===== config.mk =====
export PLATFORM = sky130hd
export DESIGN_NAME = bias_add_ctrl_flat
export DESIGN_NICKNAME = d
export VERILOG_FILES = /design/src/rtl/bias_add_ctrl_pkg.sv /design/src/rtl/bias_add_ctrl_if.sv /design/src/rtl/bias_add_ctrl_addr_gen.sv /design/src/rtl/bias_add_ctrl.sv /design/src/flat_wrapper.sv
export SDC_FILE = /design/constraint.sdc
export NUM_CORES = 1
export LEC_CHECK = 0
export BUFFER_PORTS_ARGS = -buffer_cell sky130_fd_sc_hd__buf_2
export CAP_MARGIN = 20
export CORE_AREA = 2 2 424 426
export CTS_BUF_LIST = sky130_fd_sc_hd__clkbuf_8
export DETAILED_ROUTE_END_ITERATION = 10
export DIE_AREA = 0 0 426 428
export SLEW_MARGIN = 20
export SYNTH_ARGS = -nofsm -noshare
export SYNTH_HDL_FRONTEND = slang
export SYNTH_SLANG_ARGS = --single-unit

===== constraint.sdc =====
create_clock -name i_clk -period 17.3 [get_ports i_clk]
set_clock_uncertainty 0.1 [all_clocks]
set_input_delay 2.595 -clock i_clk [delete_from_list [all_inputs] [get_ports i_clk]]
set_output_delay 2.595 -clock i_clk [all_outputs]
set_load 0.02 [all_outputs]

===== src/rtl/bias_add_ctrl_pkg.sv =====
// Shared state encoding, lane geometry and default widths for the bias-add sequencer.
package npu_bias_pkg;
   localparam int NPE_LANES  = 32;
   localparam int LANE_W     = 16;
   localparam int NPE_DAT_W  = NPE_LANES * LANE_W;
   localparam int DEF_ADDR_W = 8;
   localparam int DEF_CNT_W  = 16;

   typedef enum logic [1:0] {
      ST_IDLE  = 2'd0,
      ST_RUN   = 2'd1,
      ST_DRAIN = 2'd2
   } state_e;

   function automatic logic [31:0] sat_inc32(input logic [31:0] v);
      return (v == 32'hFFFF_FFFF) ? v : v + 32'd1;
   endfunction
endpackage


===== src/rtl/bias_add_ctrl_if.sv =====
// Handshake/config/adder bundle of the bias-add sequencer; master = sequencer, slave = its environment.
interface bias_add_ctrl_if import npu_bias_pkg::*; #(
   parameter int ADDR_W = DEF_ADDR_W,
   parameter int CNT_W  = DEF_CNT_W
);
   logic                 i_start;
   logic [ADDR_W-1:0]    i_cfg_base;
   logic [ADDR_W-1:0]    i_cfg_bias_len;
   logic [CNT_W-1:0]     i_cfg_vec_num;
   logic                 i_npe_vld;
   logic                 o_npe_rdy;
   logic [NPE_DAT_W-1:0] i_npe_dat;
   logic                 o_ram_rd_en;
   logic [ADDR_W-1:0]    o_ram_addr;
   logic                 o_add_en;
   logic [NPE_DAT_W-1:0] o_add_npe_dat;
   logic                 o_out_vld;
   logic                 i_out_rdy;
   logic                 o_busy;
   logic                 o_done;

   modport master (
      input  i_start, i_cfg_base, i_cfg_bias_len, i_cfg_vec_num,
      input  i_npe_vld, i_npe_dat, i_out_rdy,
      output o_npe_rdy, o_ram_rd_en, o_ram_addr, o_add_en, o_add_npe_dat,
      output o_out_vld, o_busy, o_done
   );

   modport slave (
      output i_start, i_cfg_base, i_cfg_bias_len, i_cfg_vec_num,
      output i_npe_vld, i_npe_dat, i_out_rdy,
      input  o_npe_rdy, o_ram_rd_en, o_ram_addr, o_add_en, o_add_npe_dat,
      input  o_out_vld, o_busy, o_done
   );
endinterface


===== src/rtl/bias_add_ctrl_addr_gen.sv =====
// Bias RAM address generator: base + bias index, index wrapping modulo bias_len (0 acts as 1).
module bias_addr_gen import npu_bias_pkg::*; #(
   parameter int ADDR_W = DEF_ADDR_W
) (
   input  logic              clk,
   input  logic              rst,
   input  logic              load,
   input  logic [ADDR_W-1:0] cfg_base,
   input  logic [ADDR_W-1:0] cfg_len,
   input  logic              advance,
   output logic [ADDR_W-1:0] addr
);
   logic [ADDR_W-1:0] base_r;
   logic [ADDR_W-1:0] len_r;
   logic [ADDR_W-1:0] bidx_r;
   logic [ADDR_W-1:0] last_s;

   // last valid bias index of the pattern
   always_comb begin
      if (len_r == ADDR_W'(0)) begin
         last_s = ADDR_W'(0);
      end else begin
         last_s = len_r - ADDR_W'(1);
      end
   end

   // config latch and wrapping bias index
   always_ff @(posedge clk or posedge rst) begin
      if (rst) begin
         base_r <= ADDR_W'(0);
         len_r  <= ADDR_W'(0);
         bidx_r <= ADDR_W'(0);
      end else if (load) begin
         base_r <= cfg_base;
         len_r  <= cfg_len;
         bidx_r <= ADDR_W'(0);
      end else if (advance) begin
         bidx_r <= (bidx_r == last_s) ? ADDR_W'(0) : bidx_r + ADDR_W'(1);
      end else begin
         bidx_r <= bidx_r;
      end
   end

   // the sum wraps past 2^ADDR_W on its own
   assign addr = base_r + bidx_r;
endmodule


===== src/rtl/bias_add_ctrl.sv =====
// Bias-add sequencer: accepts NPE vectors, issues bias RAM reads, aligns data to the adder.
// Optional stall-cycle counter port o_stall_cnt when BIAS_ADD_CTRL_PERF_EN is defined.
module bias_add_ctrl import npu_bias_pkg::*; #(
   parameter int ADDR_W = DEF_ADDR_W,
   parameter int CNT_W  = DEF_CNT_W
) (
   input  logic            i_clk,
   input  logic            i_rst,
   bias_add_ctrl_if.master bus
`ifdef BIAS_ADD_CTRL_PERF_EN
   ,
   output logic [31:0]     o_stall_cnt
`endif
);
   state_e               state_r;
   state_e               state_nxt_s;
   logic [CNT_W-1:0]     vcnt_r;
   logic [CNT_W-1:0]     vec_num_r;
   logic [CNT_W-1:0]     vcnt_inc_s;
   logic                 s2_vld_r;
   logic [NPE_DAT_W-1:0] s2_dat_r;
   logic                 out_vld_r;
   logic                 stall_s;
   logic                 start_s;
   logic                 room_s;
   logic                 accept_s;
   logic                 empty_s;
   logic                 busy_s;
   logic [ADDR_W-1:0]    addr_s;

   // handshake decode and next-state logic
   always_comb begin
      stall_s     = out_vld_r & ~bus.i_out_rdy;
      start_s     = (state_r == ST_IDLE) & bus.i_start;
      room_s      = (vcnt_r != vec_num_r);
      vcnt_inc_s  = vcnt_r + CNT_W'(1);
      accept_s    = (state_r == ST_RUN) & room_s & ~stall_s & bus.i_npe_vld;
      empty_s     = ~s2_vld_r & ~out_vld_r;
      busy_s      = (state_r != ST_IDLE);
      state_nxt_s = state_r;
      case (state_r)
         ST_IDLE: begin
            if (start_s) state_nxt_s = ST_RUN;
            else         state_nxt_s = ST_IDLE;
         end
         ST_RUN: begin
            if (!room_s)                                   state_nxt_s = ST_DRAIN;
            else if (accept_s && (vcnt_inc_s == vec_num_r)) state_nxt_s = ST_DRAIN;
            else                                           state_nxt_s = ST_RUN;
         end
         ST_DRAIN: begin
            if (empty_s) state_nxt_s = ST_IDLE;
            else         state_nxt_s = ST_DRAIN;
         end
         default: state_nxt_s = ST_IDLE;
      endcase
   end

   // FSM state register
   always_ff @(posedge i_clk or posedge i_rst) begin
      if (i_rst) state_r <= ST_IDLE;
      else       state_r <= state_nxt_s;
   end

   // job length latch and vector counter
   always_ff @(posedge i_clk or posedge i_rst) begin
      if (i_rst) begin
         vcnt_r    <= CNT_W'(0);
         vec_num_r <= CNT_W'(0);
      end else if (start_s) begin
         vcnt_r    <= CNT_W'(0);
         vec_num_r <= bus.i_cfg_vec_num;
      end else if (accept_s) begin
         vcnt_r    <= vcnt_inc_s;
      end else begin
         vcnt_r    <= vcnt_r;
      end
   end

   // pipeline stages; everything freezes while the writer backpressures
   always_ff @(posedge i_clk or posedge i_rst) begin
      if (i_rst) begin
         s2_vld_r  <= 1'b0;
         s2_dat_r  <= '0;
         out_vld_r <= 1'b0;
      end else if (!stall_s) begin
         s2_vld_r  <= accept_s;
         s2_dat_r  <= accept_s ? bus.i_npe_dat : s2_dat_r;
         out_vld_r <= s2_vld_r;
      end else begin
         s2_vld_r  <= s2_vld_r;
         s2_dat_r  <= s2_dat_r;
         out_vld_r <= out_vld_r;
      end
   end

   bias_addr_gen #(.ADDR_W(ADDR_W)) u_addr_gen (
      .clk      (i_clk),
      .rst      (i_rst),
      .load     (start_s),
      .cfg_base (bus.i_cfg_base),
      .cfg_len  (bus.i_cfg_bias_len),
      .advance  (accept_s),
      .addr     (addr_s)
   );

   assign bus.o_npe_rdy     = (state_r == ST_RUN) & room_s & ~stall_s;
   assign bus.o_ram_rd_en   = accept_s;
   assign bus.o_ram_addr    = addr_s;
   assign bus.o_add_en      = s2_vld_r & ~stall_s;
   assign bus.o_add_npe_dat = s2_dat_r;
   assign bus.o_out_vld     = out_vld_r;
   assign bus.o_busy        = busy_s;
   assign bus.o_done        = (state_r == ST_DRAIN) & empty_s;

`ifdef BIAS_ADD_CTRL_PERF_EN
   logic [31:0] stall_cnt_r;

   // saturating count of stalled cycles within a job
   always_ff @(posedge i_clk or posedge i_rst) begin
      if (i_rst)                  stall_cnt_r <= 32'd0;
      else if (start_s)           stall_cnt_r <= 32'd0;
      else if (busy_s && stall_s) stall_cnt_r <= sat_inc32(stall_cnt_r);
      else                        stall_cnt_r <= stall_cnt_r;
   end

   assign o_stall_cnt = stall_cnt_r;
`endif
endmodule


===== src/flat_wrapper.sv =====
// flat-port wrapper written by rule: the top's interface ports become plain ports
module bias_add_ctrl_flat import npu_bias_pkg::*;
#(
   parameter int ADDR_W = DEF_ADDR_W,
   parameter int CNT_W  = DEF_CNT_W
)
  (i_clk, i_rst, bus_i_start, bus_i_cfg_base, bus_i_cfg_bias_len, bus_i_cfg_vec_num, bus_i_npe_vld, bus_i_npe_dat, bus_i_out_rdy, bus_o_npe_rdy, bus_o_ram_rd_en, bus_o_ram_addr, bus_o_add_en, bus_o_add_npe_dat, bus_o_out_vld, bus_o_busy, bus_o_done);
  bias_add_ctrl_if #(.ADDR_W(ADDR_W), .CNT_W(CNT_W)) bus_i ();
  input  logic i_clk;
  input  logic i_rst;
  input wire logic [$bits(bus_i.i_start)-1:0] bus_i_start;
  input wire logic [$bits(bus_i.i_cfg_base)-1:0] bus_i_cfg_base;
  input wire logic [$bits(bus_i.i_cfg_bias_len)-1:0] bus_i_cfg_bias_len;
  input wire logic [$bits(bus_i.i_cfg_vec_num)-1:0] bus_i_cfg_vec_num;
  input wire logic [$bits(bus_i.i_npe_vld)-1:0] bus_i_npe_vld;
  input wire logic [$bits(bus_i.i_npe_dat)-1:0] bus_i_npe_dat;
  input wire logic [$bits(bus_i.i_out_rdy)-1:0] bus_i_out_rdy;
  output wire logic [$bits(bus_i.o_npe_rdy)-1:0] bus_o_npe_rdy;
  output wire logic [$bits(bus_i.o_ram_rd_en)-1:0] bus_o_ram_rd_en;
  output wire logic [$bits(bus_i.o_ram_addr)-1:0] bus_o_ram_addr;
  output wire logic [$bits(bus_i.o_add_en)-1:0] bus_o_add_en;
  output wire logic [$bits(bus_i.o_add_npe_dat)-1:0] bus_o_add_npe_dat;
  output wire logic [$bits(bus_i.o_out_vld)-1:0] bus_o_out_vld;
  output wire logic [$bits(bus_i.o_busy)-1:0] bus_o_busy;
  output wire logic [$bits(bus_i.o_done)-1:0] bus_o_done;
  assign bus_i.i_start = bus_i_start;
  assign bus_i.i_cfg_base = bus_i_cfg_base;
  assign bus_i.i_cfg_bias_len = bus_i_cfg_bias_len;
  assign bus_i.i_cfg_vec_num = bus_i_cfg_vec_num;
  assign bus_i.i_npe_vld = bus_i_npe_vld;
  assign bus_i.i_npe_dat = bus_i_npe_dat;
  assign bus_i.i_out_rdy = bus_i_out_rdy;
  assign bus_o_npe_rdy = bus_i.o_npe_rdy;
  assign bus_o_ram_rd_en = bus_i.o_ram_rd_en;
  assign bus_o_ram_addr = bus_i.o_ram_addr;
  assign bus_o_add_en = bus_i.o_add_en;
  assign bus_o_add_npe_dat = bus_i.o_add_npe_dat;
  assign bus_o_out_vld = bus_i.o_out_vld;
  assign bus_o_busy = bus_i.o_busy;
  assign bus_o_done = bus_i.o_done;
  bias_add_ctrl #(.ADDR_W(ADDR_W), .CNT_W(CNT_W)) u_core (.i_clk(i_clk), .i_rst(i_rst), .bus(bus_i));
endmodule

## Word level (Yosys, flattened, before mapping)

Index checks and enable logic that the tools add are counted.

- Add/sub/neg operators: 4
- Equal/unequal tests: 5
- Mux-type cells: 11
- Bitwise gates (word level): 12
- Reduce and logical (&&, ||, !) cells: 6

Operators with widths:

| kind | number |
|---|---|
| $mux 16 | 2 |
| $mux 8 | 4 |
| $add 16x1->16 const B | 1 |
| $eq 16x16->1 | 1 |
| $ne 16x16->1 | 1 |
| $add 8x1->8 const B | 1 |
| $add 8x8->8 | 1 |
| $and 1x1->1 | 8 |
| $eq 8x8->1 | 1 |
| $logic_not 8->1 | 1 |
| $sub 8x1->8 const B | 1 |
| $mux 2 | 3 |
| $pmux 2 s3 | 1 |
| $not 1->1 | 4 |
| $reduce_bool 2->1 | 2 |
| $eq 2x1->1 const B | 1 |
| $eq 2x2->1 const B | 1 |
| $logic_not 2->1 | 1 |
| $reduce_and 2->1 | 1 |
| $logic_and 1x1->1 | 1 |
| $mux 1 | 1 |

- Register bits after elaboration: 572
- Input port bits: 549

## Logic depth before layout (Yosys ltp)

Gate-level depths: netlist (run 1).

- Word-level depth: 9
- Depth in mapped cells: 10

## Hierarchy

From an unflattened synthesis (run 1), not the netlist that was laid out.

- Cells, all modules: 2618
- Area total of the unflattened synthesis: 23712.7 um2

By module, submodules not included:

| module | instances | cells each | area an instance (um2) |
|---|---|---|---|
| bias_add_ctrl | 1 | 2427 | 21921.0 |
| bias_addr_gen | 1 | 191 | 1791.7 |

## Least setup slack after synthesis (run 1)

OpenSTA, ideal clock, no wires.

- Path type: input-to-output
- Start: in bus_i_out_rdy
- End: out bus_o_ram_rd_en
- Arrival: 3.859 ns
- Data required time: 14.605 ns
- Path slack: 10.746 ns
- Stages on the path: 5
- Buffers on the path: 2
- Cell sequence: nand2b_1 nand3_1 a21oi_1 clkbuf_1 buf_1

- Longest elaborated chain between the ends: 5

RTL lines:

| what | RTL line | source |
|---|---|---|
| start, declared | flat_wrapper.sv:17 | `input wire logic [$bits(bus_i.i_out_rdy)-1:0] bus_i_out_rdy;` |
| $not 1->1 | bias_add_ctrl.sv:33 | `stall_s = out_vld_r & ~bus.i_out_rdy;` |
| $and 1x1->1 | bias_add_ctrl.sv:33 |  |
| $not 1->1 | bias_add_ctrl.sv:37 | `accept_s = (state_r == ST_RUN) & room_s & ~stall_s & bus.i_npe_vld;` |
| $and 1x1->1 (2 in series) | bias_add_ctrl.sv:37 |  |
| end, declared | flat_wrapper.sv:19 | `output wire logic [$bits(bus_i.o_ram_rd_en)-1:0] bus_o_ram_rd_en;` |

Every way passes these cells.

## Worst setup path after layout (run 1)

Ends and elaborated chain as after synthesis.

==> results of run 1 <==
[cell type report]
cell class,instances,area share
Antenna cell,16,0.00121
Clock buffer,126,0.0523
Clock inverter,60,0.0190
Inverter,14,0.00170
Multi-Input combinational cell,812,0.238
Sequential cell,572,0.432
Tap cell,2355,0.0889
Timing Repair Buffer,1089,0.167
[logic make-up (layout without fill, tap and decap cells)]
family | after synthesis | in the layout | synth area share
xor+xnor | 49 | 49 | 0.0190
simple gates | 148 | 148 | 0.0337
compound gates | 60 | 60 | 0.0183
flops | 572 | 572 | 0.633
mux | 544 | 544 | 0.271
buf+inv | 93 | 1289 | 0.0190
fa+ha+maj | 11 | 11 | 0.00642
other cells | 0 | 16 | 0
[sequential cells by signal, summed over array words and instances, names as in the netlist]
name and flops:
u_core.bus.o_add_npe_dat 512, u_core.bus.o_out_vld 1, u_core.s2_vld_r 1, u_core.state_r 2
u_core.u_addr_gen.base_r 8, u_core.u_addr_gen.bidx_r 8, u_core.u_addr_gen.len_r 8, u_core.vcnt_r 16
u_core.vec_num_r 16
[power by group through the flow]
stage          registers (mW)  logic (mW)  clock network (mW)
2_1_floorplan            2.25       0.627                   0
3_3_place_gp             1.97        1.68                   0
3_5_place_dp             1.98        1.69                   0
4_1_cts                  1.96        1.69                1.55
5_1_grt                  2.01        1.77                1.61
6_report                 1.97        1.66                1.49
[per-layer routing]
layer	up-vias	global-route usage
met2	688	0.185
met5	-	0
met4	6	0.0347
li1	7472	-
met3	187	0.0638
met1	8916	0.142
[metrics by stage]
stage	hold slack [ns]	instance area [um2]
after floorplan	0.387	22600
after global placement	0.384	30700
after global routing	0.410	33100
after detailed placement	0.389	30700
final	0.399	33100
after CTS	0.403	33100
[worst max-delay path by stage]
stage / startpoint / endpoint / slack [ns] / depth (start not counted)
CTS: bus_i_out_rdy / bus_o_ram_rd_en / 10.77 / 5
detailed placement: i_rst / u_core.bus.o_add_npe_dat[364] / 10.78 / 6
floorplan: i_rst / u_core.bus.o_add_npe_dat[0] / 6.81 / 1
global route: bus_i_out_rdy / bus_o_ram_rd_en / 10.70 / 5
finish: bus_i_out_rdy / bus_o_ram_rd_en / 10.81 / 5
global placement: bus_i_out_rdy / bus_o_ram_rd_en / 10.75 / 5
[layout by cell type, fill, tap and decap left out, types with 3 or more instances in the layout]
| master | count |
|---|---|
| and2_1 | 3 |
| nor3_1 | 15 |
| xor2_1 | 26 |
| nand4_1 | 6 |
| inv_1 | 46 |
| nor2_1 | 37 |
| dfrtp_1 | 572 |
| mux2_2 | 542 |
| clkinv_2 | 8 |
| buf_2 | 1074 |
| a21o_1 | 5 |
| xnor2_1 | 23 |
| buf_4 | 12 |
| diode_2 | 16 |
| a21oi_1 | 11 |
| nand3b_1 | 3 |
| bufinv_16 | 12 |
| nor2b_1 | 3 |
| buf_12 | 3 |
| o22ai_1 | 3 |
| clkbuf_8 | 126 |
| nor4_1 | 4 |
| o21ai_0 | 14 |
| ha_1 | 10 |
| a211o_1 | 5 |
| nand2b_1 | 8 |
| nand3_1 | 15 |
| or2_2 | 3 |
| nand2_1 | 32 |
==> run summary, run 1 <==
outcome - finished, final reports clean
Synth top area share - 0.633
Max-Cap Viols - 0
CP Launch Type - primary input
Main synth FF type - dfrtp_1
total grt overflow - 0
critical path's largest stage delay - 0.46 ns
fin crit share - 0.375
Switching Fraction - 0.379
post-layout power - 5.11 mW
Synth cell types - 57
final hold violations - 0
FF-to-FF Start - u_core.vcnt_r[14]
# rows - 155
synth top area cells - dfrtp_1 (63%), mux2_2 (27%), buf_2 (1.2%), xor2_1 (1.0%), xnor2_1 (0.89%)
synth warn - 0
crit-path max FO - 11
DRC viols - 0
boundary pin count - 1075
Post-synth top cells - dfrtp_1 (572), mux2_2 (542), buf_2 (52)
Clock Pin Slew Worst Setup and Hold Paths - 0.05 ns
register share of total power - 0.385
P_sw - 1.93 mW
port bufs - 1074
area of the multi-input gates - 7890 um2
DR WL met2 - 51.2 mm
Synth Register Bits - 572
post-synthesis cell count - 1477
Final Wtd Congestion - 0.948
Max-slew headroom - 0.261
crit-path cells - buf_2 -> nand2b_1 -> nand3_1 -> a21oi_4 -> buf_2
CTS tree - done
Mapped Area - 22600 um2
drt pass-1 iters - 5
Root Driver - clkbuf_8
Clock power frac - 0.291
top sig layer - met5
Post-Syn Area per Cell - 15.3 um2
Comb pwr share - 0.324
critical path class - primary input to output pin
r2r setup slk - 13.21 ns
final worst slack - 10.81 ns
pins over their slew limit - 0
Layout Cells excl Fill - 5044
Vias - 17269
setup violators final - 0
r2r endpoint - u_core.bus.o_add_npe_dat[471]
Worst Hold Class - flip-flop to flip-flop
Post-DRT Antenna Nets - 0
Place WS - 10.78 ns
worst min-delay path endpoint - u_core.bus.o_add_npe_dat[146]
vias in the first global route - 17721
crit-path leading delay family - compound AO/OA/AOI/OAI gates
GR Util All Layers - 0.120
HPWL after detailed placement - 92.3 mm
WL final - 112 mm
via/cell ratio - 3.42
die width - 426 um
RSZ-0062 raised after global routing - no
cell mode on critical path - buf_2
Fillers - 19593
initial antenna violation count - 60
metal3 WL - 13.2 mm
Area Growth Syn to Fin - 46.5%
Util after Layout - 0.187
Buffers & Inverters on Critical Path - 2
CP max-delay cell - a21oi_4
leakage power - 15.1 nW
Mapped Nets - 2037
peak supply drop - 0.105 mV
Async S/R FF share, synth - 1.00
clock sink total - 572
Worst EP required - 14.61 ns
Post CTS Setup Buffer Count - 0
first-pass GRT wire length - 151 mm
met1 WL - 44.4 mm
share of layout cells above drive strength 1 - 0.672
cts hold-fix bufs - 0
pin count of the biggest net entering global routing - 150
cts bufs inserted - 107
CP Data Arrival Time - 3.79 ns
Final min period - 6.49 ns
register area - 14300 um2
R2R depth - 7
f_max - 154 MHz
number of flops mapped to enable cells by yosys - 0
measured slew at the worst slew-check pin - 1.11 ns
Hold Path Depth - 1
DR iter-0 viols - 838
min-delay src - u_core.bus.o_add_npe_dat[146]
die height - 428 um
post-synthesis sequential area ratio - 0.633
Max clock buf depth - 3
Cells after DPL - 4842
core footprint - 178000 um2
post_cts resized - 0
Int Pwr - 3.18 mW
Worst setup EP type - output pin
Clock Latency Late Sink - 0.82 ns
largest area contributor in the netlist - dfrtp_1
P per Cell Area - 154 nW/um2
Die Area - 182000 um2
WL per Instance - 22.2 um
Layout Nets - 3156
htree depth - 3
top-count cell post-synth - dfrtp_1
TNS Setup - 0 ns
Starting Density - 0.127
Power figures use the tool's default switching activity.
==> inputs of run 2 (changes only) <==
clock period = 5.95 ns   (was 17.3 ns; I/O delays follow)
==> run 2 against run 1 <==
Compared with the run above: combinational power increased to 3.0 times the previous value; cell area up 3.1%; non-clock buffer count up 82; total power rose to 3.0 times the previous value; global-route usage rose by 0.89 points; sequential cell count stayed put; critical path type is now flip-flop to output pin; critical endpoint is now bus_o_npe_rdy.
==> run summary, run 2 (synthesis results as in run 1) <==
outcome - finished, final reports clean
Clock Latency Late Sink - 0.84 ns (+0.02 ns)
pin count of the biggest net entering global routing - 128 (-15%)
core footprint - 178000 um2 (unchanged)
post_cts resized - 0 (unchanged)
Root Driver - clkbuf_8
Area Growth Syn to Fin - 51.0%
Cells after DPL - 4849 (+0.14%)
Worst Hold Margin - 0.136 ns (-0.263 ns)
pins over their slew limit - 0 (unchanged)
setup violators final - 0 (unchanged)
WL final - 120 mm (+7.5%)
final instance area - 34200 um2 (+3.1%)
Layout Cells excl Fill - 5150 (+2.1%)
DRC viols - 0 (unchanged)
total grt overflow - 0 (unchanged)
RSZ-0062 raised after global routing - no
CP Launch Type - flip-flop
Worst setup EP type - output pin
Final min period - 4.18 ns
max FFs per register - 512 (unchanged)
Worst Hold Class - primary input to flip-flop
critical path class - flip-flop to output pin
Place WS - 2.55 ns (-8.23 ns)
measured slew at the worst slew-check pin - 0.840 ns (-0.269 ns)
boundary pin count - 1075 (unchanged)
GR Util All Layers - 0.128 (+0.00887)
crit-path max FO - 6 (-5)
die width - 426 um (unchanged)
share of layout cells above drive strength 1 - 0.656 (-0.0162)
final hold violations - 0 (unchanged)
most frequent cells in the layout - buf_2 (1074), dfrtp_1 (572), mux2_2 (542), clkbuf_8 (138), dlygate4sd3_1 (75)
min-delay src - bus_i_npe_dat[474]
die height - 428 um (unchanged)
HPWL after detailed placement - 98.4 mm (+6.6%)
f_max - 239 MHz
Max-slew headroom - 0.440 (+0.179)
Clock Pin Slew Worst Setup and Hold Paths - 0.07 ns (+0.02 ns)
Post-DRT Antenna Nets - 0 (unchanged)
post-layout power - 15.1 mW (+200%)
clock sink total - 572 (unchanged)
cts bufs inserted - 113 (+5.6%)
# rows - 155 (unchanged)
final worst slack - 1.77 ns (-9.05 ns)
FF-to-FF Start - u_core.u_addr_gen.len_r[0]
crit path from - u_core.vcnt_r[3]
CTS tree - done
Layout Nets - 3244 (+2.8%)
TNS Setup - 0 ns (unchanged)
dpl cell area - 30900 um2 (+0.37%)
initial antenna violation count - 63 (+5.0%)
DR iter-0 viols - 819 (-2.3%)
first-pass GRT wire length - 160 mm (+6.3%)
fin crit share - 0.703
Max clock buf depth - 3 (unchanged)
via/cell ratio - 3.41 (-0.36%)
Starting Density - 0.127 (unchanged)
drt pass-1 iters - 5 (unchanged)
leakage power - 15.6 nW (+3.0%)
Util after Layout - 0.192 (+0.00575)
htree depth - 3 (unchanged)
P per Cell Area - 443 nW/um2 (+190%)
port bufs - 1074 (unchanged)
Die Area - 182000 um2 (unchanged)
vias in the first global route - 18213 (+2.8%)
Max-Cap Viols - 0 (unchanged)
peak supply drop - 0.191 mV (+81%)
CP Data Arrival Time - 3.19 ns (-0.60 ns)
Worst EP required - 4.96 ns (-9.65 ns)
commonest non-fill, non-tap cell in the layout - buf_2
Final Wtd Congestion - 0.955 (+0.78%)
Vias - 17568 (+1.7%)
WL per Instance - 23.3 um (+5.3%)
run 2: cell types whose count changed in the layout (fill, tap and decap cells not counted), sizes merged:
cell	before	now
clkbuf	126	138
bufinv	12	8
clkinvlp	2	7
clkinv	9	14
dlygate4sd3	0	75
diode	16	18
buf	1089	1096
inv	51	55
run 2: area by class of cell:
type                       count  area, um2
inverter                      14       56.3
clock inverter                70        614
multi-input combinational    812       7890
sequential                   572      14300
clock buffer                 138       1900
timing repair buffer        1171       6390
antenna                       18       45.0
tap                         2355       2950
fill                       19555     143000
run 2: critical path: stages, from the launching register on:
cell      delay [ns]
dfrtp_1         0.43
xor2_1          0.19
or4_1           0.51
nor4_1          0.48
and2_1          0.28
nand2b_1        0.15
nor2_1          0.14
buf_2           0.20
run 2: power breakdown:
group | total (mW) | switching [mW] | internal (mW)
clock | 4.49 | 2.02 | 2.48
sequential | 5.71 | 0.816 | 4.89
combinational | 4.92 | 3.00 | 1.92
run 2: path summary, 6_finish.rpt:
kind / end / slack [ns] / depth (start not counted)
setup / recovery: bus_o_npe_rdy / 1.77 / 7
hold / removal: u_core.bus.o_add_npe_dat[474] / 0.14 / 2
setup reg to reg: u_core.u_addr_gen.bidx_r[2] / 2.56 / 9
hold reg to reg: u_core.bus.o_add_npe_dat[226] / 0.40 / 1
max in group asynchronous: u_core.bus.o_add_npe_dat[364] / 3.76 / 5
min in group asynchronous: u_core.u_addr_gen.len_r[5] / 0.65 / 3
run 2: what timing repair did:
action / 4_1_cts / 5_1_grt
endpoints found under the hold margin: 96 / 0
buffers inserted: 0 / 0
endpoints found under the setup margin: 0 / 0
hold buffers: 75 / 0
run 2: layer usage:
metal,part of all wire,GRT usage,vias up
met4,0.026,0.0341,4
met1,0.42,0.156,8958
met5,0.00019,0,-
met2,0.47,0.209,686
met3,0.085,0.0509,228
li1,-,-,7692
==> inputs of run 3 (changes only) <==
clock period = 3.55 ns   (was 5.95 ns; I/O delays follow)
==> run 3 against run 2 <==
Compared with the run above: combinational power up 80%; non-clock buffer count up 497; global-route usage down 0.48 points; largest cell class unchanged; hold slack better by 0.076 ns.
==> run summary, run 3 (synthesis results as in run 1) <==
drt pass-1 iters - 5 (unchanged)
Max clock buf depth - 3 (unchanged)
Root Driver - clkbuf_8
CP max-delay cell - or4_4
final hold violations - 0 (unchanged)
min-delay src - bus_i_npe_vld
pins over their slew limit - 0 (unchanged)
register share of total power - 0.368 (-0.010)
Final Wtd Congestion - 1.04 (+8.9%)
crit-path max FO - 3 (-3)
port bufs - 1074 (unchanged)
Clock Pin Slew Worst Setup and Hold Paths - 0.06 ns (about the same)
Worst setup EP type - output pin
Vias - 19745 (+12%)
die width - 426 um (unchanged)
commonest non-fill, non-tap cell in the layout - buf_2
die height - 428 um (unchanged)
Comb pwr share - 0.346 (+0.021)
setup violators final - 0 (unchanged)
cts bufs inserted - 105 (-7.1%)
Starting Density - 0.127 (unchanged)
GR Util All Layers - 0.124 (-0.00480)
Clock Latency Late Sink - 0.81 ns (-0.03 ns)
critical path class - flip-flop to output pin
fin crit share - 0.934
outcome - finished, final reports clean
post-layout power - 25.7 mW (+70%)
most frequent cells in the layout - buf_2 (1072), dfrtp_1 (569), dlygate4sd3_1 (547), mux2_2 (542), clkbuf_8 (140)
total grt overflow - 0 (unchanged)
DR iter-0 viols - 1264 (+54%)
Clock power frac - 0.286 (-0.011)
via/cell ratio - 3.50 (+2.7%)
FF-to-FF Start - u_core.u_addr_gen.len_r[0]
initial antenna violation count - 55 (-13%)
Die Area - 182000 um2 (unchanged)
Int Pwr - 16.0 mW (+72%)
boundary pin count - 1075 (unchanged)
CP Data Arrival Time - 2.68 ns (-0.51 ns)
Worst Hold Class - primary input to flip-flop
RSZ-0062 raised after global routing - no
share of layout cells above drive strength 1 - 0.569 (-0.0870)
total stage count of the critical path - 7 (unchanged)
P_sw - 9.67 mW (+66%)
max FFs per register - 512 (unchanged)
critical path's largest stage delay - 0.56 ns (+0.05 ns)
r2r endpoint - u_core.u_addr_gen.bidx_r[3]
R2R depth - 10 (+1)
CTS tree - done
# rows - 155 (unchanged)
dpl cell area - 31100 um2 (+0.89%)
HPWL after detailed placement - 91.6 mm (-6.9%)
crit-path leading delay family - simple AND/OR/NAND/NOR gates
DRC viols - 0 (unchanged)
Hold Path Depth - 5 (+3)
Worst Hold Margin - 0.212 ns (+0.0757 ns)
WL final - 116 mm (-3.4%)
Post-DRT Antenna Nets - 0 (unchanged)
Worst EP required - 2.92 ns (-2.04 ns)
f_max - 302 MHz
Switching Fraction - 0.377 (-0.00871)
Max-slew headroom - 0.357 (-0.0829)
Cells after DPL - 4869 (+0.41%)
worst min-delay path endpoint - u_core.vcnt_r[2]
WL per Instance - 20.6 um (-12%)
measured slew at the worst slew-check pin - 0.964 ns (+0.124 ns)
final instance area - 39200 um2 (+15%)
leakage power - 17.6 nW (+13%)
Layout Cells excl Fill - 5634 (+9.4%)
pin count of the biggest net entering global routing - 70 (-45%)
peak supply drop - 0.424 mV (+120%)
r2r setup slk - 0.55 ns (-2.01 ns)
vias in the first global route - 21028 (+15%)
Final min period - 3.31 ns
core footprint - 178000 um2 (unchanged)
clock sink total - 572 (unchanged)
Area Growth Syn to Fin - 73.2%
CP Launch Type - flip-flop
Max-Cap Viols - 0 (unchanged)
first-pass GRT wire length - 160 mm (+0.14%)
Buffers & Inverters on Critical Path - 1 (unchanged)
crit-path cells - xor2_1 -> or4_4 -> nor4_4 -> and2_4 -> nand2b_4 -> nor2_2 -> buf_4
P per Cell Area - 655 nW/um2 (+48%)
Layout Nets - 3733 (+15%)
htree depth - 3 (unchanged)
-- run 3: cell count changes in the layout (fill, tap and decap cells not counted), sizes merged --
| cell | delta |
|---|---|
| clkinvlp | -4 |
| clkinv | -3 |
| diode | +5 |
| buf | +25 |
| inv | -13 |
| clkbuf | +2 |
| dlygate4sd3 | +472 |
-- run 3: how the worst max path moves through the flow --
| stage | startpoint | end | slack, ns |
|---|---|---|---|
| floorplan | i_rst | u_core.bus.o_add_npe_dat[0] | -4.87 |
| global placement | u_core.vcnt_r[3] | u_core.u_addr_gen.bidx_r[6] | 0.43 |
| finish | u_core.vcnt_r[4] | bus_o_npe_rdy | 0.24 |
| detailed placement | u_core.vcnt_r[3] | u_core.u_addr_gen.bidx_r[1] | 0.43 |
| global route | u_core.u_addr_gen.base_r[0] | bus_o_ram_addr[6] | 0.03 |
| CTS | u_core.vec_num_r[4] | bus_o_npe_rdy | 0.02 |
-- run 3: metrics by stage --
step            TNS, ns  utilization  setup slack, ns
2_1_floorplan  -2787.97            -            -4.87
3_3_place_gp          0        0.175            0.425
3_5_place_dp          0        0.175            0.428
4_1_cts               0        0.220           0.0181
5_1_grt               0        0.220           0.0306
6_report              0        0.220            0.235
-- run 3: worst reg2reg max path: cells and delay by family, from the launching register on --
family / cells / cell delay (ns)
buf+inv: 2 / 0.30
simple gates: 3 / 1.08
flops: 1 / 0.43
fa+ha+maj: 1 / 0.22
compound gates: 4 / 0.76
-- run 3: layout make-up --
class                           instances  area [um2]
Clock inverter                         50         495
Fill cell                           18955      138000
Clock buffer                          140        1930
Timing Repair Buffer                 1668       11400
Sequential cell                       572       14300
Antenna cell                           23        57.6
Tap cell                             2355        2950
Inverter                               14        56.3
Multi-Input combinational cell        812        7940
-- run 3: power by group through the flow --
| stage | Clock [mW] | Sequential, mW | Combinational, mW |
|---|---|---|---|
| final | 7.35 | 9.44 | 8.88 |
| after global routing | 7.88 | 9.62 | 9.45 |
| after CTS | 7.64 | 9.38 | 8.94 |
| after detailed placement | 0 | 9.49 | 8.31 |
| after global placement | 0 | 9.42 | 8.23 |
| after floorplan | 0 | 11.0 | 3.06 |
-- run 3: routing by layer --
layer / global-route usage / share of wire / vias up
met4: 0.0585 / 0.043 / 8
li1: - / - / 8651
met3: 0.0591 / 0.11 / 231
met2: 0.183 / 0.44 / 867
met1: 0.149 / 0.40 / 9988
met5: 0 / 0.00051 / -
-- run 3: timing repair --
| action | CTS | global route |
|---|---|---|
| setup buffers | 4 | 1 |
| pin swaps | 2 | 3 |
| endpoints found under the setup margin | 4 | 4 |
| endpoints found under the hold margin | 562 | 0 |
| hold buffers | 547 | 0 |
| gates resized for setup | 11 | 4 |
